### src/rtl/credit_rr_allocator.sv
// credit_rr_allocator: round-robin packet arbiter for one output port,
// holding the port for a whole packet and gating flits on downstream credits.
module credit_rr_allocator #(
   parameter int DEPTH = 4
) (
   input  logic       clk,
   input  logic       rst,
   input  logic [4:0] req,
   input  logic [4:0] tail,
   input  logic       credit_in,
   output logic [4:0] grant,
   output logic [4:0] xbar_sel,
   output logic       busy,
   output logic [3:0] credits,
   output logic       credit_err
);
   typedef enum logic {IDLE, BUSY} state_t;
   localparam logic [3:0] MAX = 4'(DEPTH);
   state_t r_state, w_state_nx;
   logic [2:0] r_ptr, r_owner, w_ptr_nx, w_owner_nx, w_pick, w_idx;
   logic [3:0] r_credits, w_credits_nx;
   logic r_err, w_xfer, w_ovf;
   // scan from farthest to nearest so the nearest requester after ptr wins
   always_comb begin
      w_pick = r_owner;
      w_idx = '0;
      for (int k = 5; k >= 1; k--) begin
         w_idx = 3'((int'(r_ptr) + k) % 5);
         if (req[w_idx]) w_pick = w_idx;
      end
   end
   assign busy         = r_state == BUSY;
   assign xbar_sel     = busy ? 5'b1 << r_owner : '0;
   assign grant        = (!rst && r_credits != '0) ? xbar_sel & req : '0;
   assign w_xfer       = |grant;
   assign w_ovf        = credit_in && !w_xfer && r_credits == MAX;
   assign w_credits_nx = r_credits - 4'(w_xfer) + 4'(credit_in && !w_ovf);
   assign credits      = r_credits;
   assign credit_err   = r_err;
   always_comb begin
      w_state_nx = r_state;
      w_owner_nx = r_owner;
      w_ptr_nx   = r_ptr;
      if (r_state == IDLE && |req) begin
         w_state_nx = BUSY;
         w_owner_nx = w_pick;
      end
      if (w_xfer && tail[r_owner]) begin
         w_state_nx = IDLE;
         w_ptr_nx   = r_owner;
      end
   end
   always_ff @(posedge clk) begin
      if (rst) begin
         r_state   <= IDLE;
         r_ptr     <= 3'd4;
         r_owner   <= '0;
         r_credits <= MAX;
         r_err     <= 1'b0;
      end else begin
         r_state   <= w_state_nx;
         r_ptr     <= w_ptr_nx;
         r_owner   <= w_owner_nx;
         r_credits <= w_credits_nx;
         r_err     <= r_err | w_ovf;
      end
   end
endmodule

### config.mk
export PLATFORM = sky130hd
export DESIGN_NAME = credit_rr_allocator
export DESIGN_NICKNAME = d
export VERILOG_FILES = /design/src/rtl/credit_rr_allocator.sv
export SDC_FILE = /design/constraint.sdc
export NUM_CORES = 1
export LEC_CHECK = 0
export BUFFER_PORTS_ARGS = -buffer_cell sky130_fd_sc_hd__buf_2
export CORE_MARGIN = 4
export CORE_UTILIZATION = 40
export CTS_CLUSTER_DIAMETER = 150
export DETAILED_ROUTE_END_ITERATION = 8
export PLACE_DENSITY = 0.55
export SYNTH_ARGS = -nofsm -noshare
export SYNTH_HDL_FRONTEND = slang
export SYNTH_SLANG_ARGS = --single-unit
### constraint.sdc
create_clock -name clk -period 6.44 [get_ports clk]
set_clock_uncertainty 0.1 [all_clocks]
set_input_delay 1.288 -clock clk [delete_from_list [all_inputs] [get_ports clk]]
set_output_delay 1.288 -clock clk [all_outputs]
set_load 0.05 [all_outputs]
==> metrics.yaml <==
setup_path:
  start_kind: "flip-flop"
  required_ns: 6.47
  r2r_start: "r_ptr[1]"
  cp-startpoint: "r_ptr[1]"
  crit_path_end_kind: "flip-flop"
  rr_worst_depth: 16
  crit_fanout: 24
  crit_type: "reg2reg"
  ff2ff_setup_slack_ns: 1.46
  arrival_ns: 5.01
timing:
  slew_headroom_pct: 47.8
  finalMaxSlewViolations: 0
  tightest_slew_ns: 0.784
  max_freq_ghz: 0.201
  finalSetupViolCount: 0
  hold_viol_final: 0
  fin_crit_sh_pct: 77.3
  fin_setup_tns_ns: 0
  min_period_ns: 4.98
  rsz0062_at_grt: "false"
floorplan:
  coreArea_um2: 5890
  die_area_um2: 7370
  die_w_um: 85.8
  die_y_um: 85.8
  start_util_pct: 41.2
  rows: 28
  pin_count: 29
final_layout:
  area_growth_pct: 9.34
  layout_commonest_cell: "nand2_1"
  layout_common_cells: "nand2_1 (29), ha_1 (28), buf_2 (28)"
  multi_input_area_um2: 2020
  final_cell_area_um2: 2650
  n_antenna_cell: 0
  drive_gt1_share_pct: 16.9
  final_nets: 386
  fillers: 605
  seqCellArea_um2: 240
yosys:
  synthesis.instances: 326
  syn-num-nets: 368
  ys_seq_area_share_pct: 9.91
  avgSynthCellArea_um2: 7.43
  synth_area_um2: 2420
  yosys_warnings: 0
  yosysUniqueCellTypes: 74
  synth-seq-cells: 12
  synth_top_flop_cell: "dfxtp_1"
  synth_edf_count: 0
  async_reset_ff_share_pct: 0
pwr:
  power_density_nw_per_um2: 200
  p_leak_nw: 1.10
  vdd_drop_max_v: 0.000118
clock_tree:
  cts_tree: "built"
  cts-root-buf: "clkbuf_8"
  clk_pin_slew_ns: 0.05
  cts.path.max_buffers: 2
  clkLatencyLatePin_ns: 0.24
  ctsResizeCount: 0
  cts.sinks: 12
  cts_setup_buffers: 0
  htree_levels: 1
  hold_buffers: 0
  cts-buffers-inserted: 3
grt:
  grt_usage_pct: 18.2
  grtUsageMet2_pct: 28.6
  grt_max_degree: 33
  gr-usage-met1_pct: 27.0
  gr-max-usage-layer: "met2"
  grt_first_pass_wirelength_mm: 11.2
  globalRouteOverflowTotal: 0
  grt_use_met3_pct: 2.21
  grt_pass1_vias: 2248
  antenna_found_initial: 0
detailed_routing:
  drtPass1Iterations: 5
  vias: 2565
  viasPerCell: 6.14
  initialDrtViolationCount: 184
  remaining_drc_errors: 0
  wl_per_cell_um: 16.1
  antenna_left: 0
  drt_wl_total_mm: 6.72
min_path:
  min_path_cells: 2
  min-delay-start: "credit_err"
  hold_class: "reg2reg"
place:
  portBuffers: 28
  place_area_um2: 2590
  gp_congestion: 0.783
  hpwl_mm: 5.03
outcome:
  outcome: "completed"
job:
  cap_violations: 0
==> cell type report <==
class	count	share of cell area, %
tap	75	3.54
multi-input combinational	272	76.1
sequential	12	9.07
inverter	26	3.68
clock buffer	4	2.08
timing repair buffer	29	5.57
==> state kept, by name, indices dropped and copies added, names as in the netlist <==
register and cells:
credit_err 1, r_ptr 3, credits 4, busy 1, r_owner 3
==> cell usage after synthesis, types with 2 or more instances <==
| cell | number | area share, % |
|---|---|---|
| mux2i_1 | 8 | 3.3 |
| or4_1 | 3 | 0.93 |
| a211oi_1 | 7 | 2.2 |
| or3b_2 | 2 | 0.72 |
| o2bb2ai_1 | 2 | 0.72 |
| o211a_1 | 2 | 0.83 |
| or3_1 | 2 | 0.52 |
| nand3_1 | 11 | 2.3 |
| inv_1 | 21 | 3.3 |
| and4b_1 | 2 | 0.83 |
| o211ai_1 | 8 | 2.5 |
| a21oi_1 | 17 | 3.5 |
| inv_2 | 5 | 0.77 |
| nand4_1 | 3 | 0.77 |
| and2_1 | 3 | 0.77 |
| a211o_1 | 2 | 0.72 |
| nor3_1 | 13 | 2.7 |
| clkbuf_1 | 8 | 1.2 |
| a311oi_1 | 4 | 1.4 |
| o221ai_1 | 3 | 1.1 |
| a221oi_1 | 2 | 0.72 |
| buf_2 | 5 | 1.0 |
| o31ai_1 | 2 | 0.62 |
| o21ai_0 | 7 | 1.4 |
| nand2b_1 | 9 | 2.3 |
| o21ai_1 | 3 | 0.62 |
| a2111oi_0 | 2 | 0.72 |
| a22oi_1 | 3 | 0.93 |
| mux4_2 | 2 | 1.9 |
| and3_1 | 5 | 1.3 |
| a31oi_1 | 5 | 1.3 |
| nor2b_1 | 6 | 1.5 |
| nand4b_1 | 2 | 0.72 |
| a21o_1 | 5 | 1.5 |
| o22ai_1 | 2 | 0.52 |
| buf_1 | 2 | 0.31 |
| a32o_1 | 3 | 1.2 |
| ha_1 | 28 | 14 |
| dfxtp_1 | 12 | 9.9 |
| xnor2_1 | 8 | 2.9 |
| nor2_1 | 23 | 3.6 |
| nand2_1 | 29 | 4.5 |
| nor3b_1 | 3 | 0.93 |
| xor2_1 | 2 | 0.72 |
==> through the flow <==
stage	worst slack (ns)	hold WS, ns	utilization [%]	total power (W)	instances
finish	1.46	0.464	45.0	0.000530	418
detailed placement	1.54	0.457	44.1	0.000447	414
CTS	1.54	0.472	45.0	0.000532	418
global route	0.919	0.514	45.0	0.000581	418
global placement	1.67	0.454	44.1	0.000449	414
floorplan	1.83	0.433	-	0.000380	326
==> layer usage <==
metal,vias to the layer above,part of all wire (%)
li1,1262,-
met1,1205,49
met2,90,45
met3,8,5.3
met4,0,0.73
met5,-,0
==> cells by family after synthesis <==
logic type / after synthesis / share of synthesized area, %
xor+xnor: 11 / 4.29
buf+inv: 42 / 6.92
simple gates: 125 / 27.7
compound gates: 96 / 30.3
mux: 11 / 5.63
flops: 12 / 9.91
fa+ha+maj: 29 / 15.3
==> where the power goes <==
| group | switching (W) | internal, W |
|---|---|---|
| Sequential | 0.0000210 | 0.0000911 |
| Combinational | 0.000210 | 0.000127 |
| Clock | 0.0000277 | 0.0000540 |
==> worst paths after layout <==
| kind | end |
|---|---|
| worst max-delay path | r_owner[0] |
| worst min-delay path | credit_err |
| worst max register to register | r_owner[0] |
| worst min register to register | credit_err |
==> worst max-delay path: stages (launching register included) <==
cell and delay (ns):
dfxtp_1 0.66, inv_1 0.27, ha_1 0.66, ha_1 0.37, nor2_1 0.16, a21oi_1 0.10, xnor2_1 0.34, ha_1 0.26
inv_1 0.08, o221a_2 0.29, nor2_1 0.23, mux2i_1 0.33, mux2i_1 0.22, a21oi_1 0.10, a31oi_1 0.39, o21ai_1 0.10
a32o_1 0.20
No activity file was read; power rests on OpenSTA's default activity.
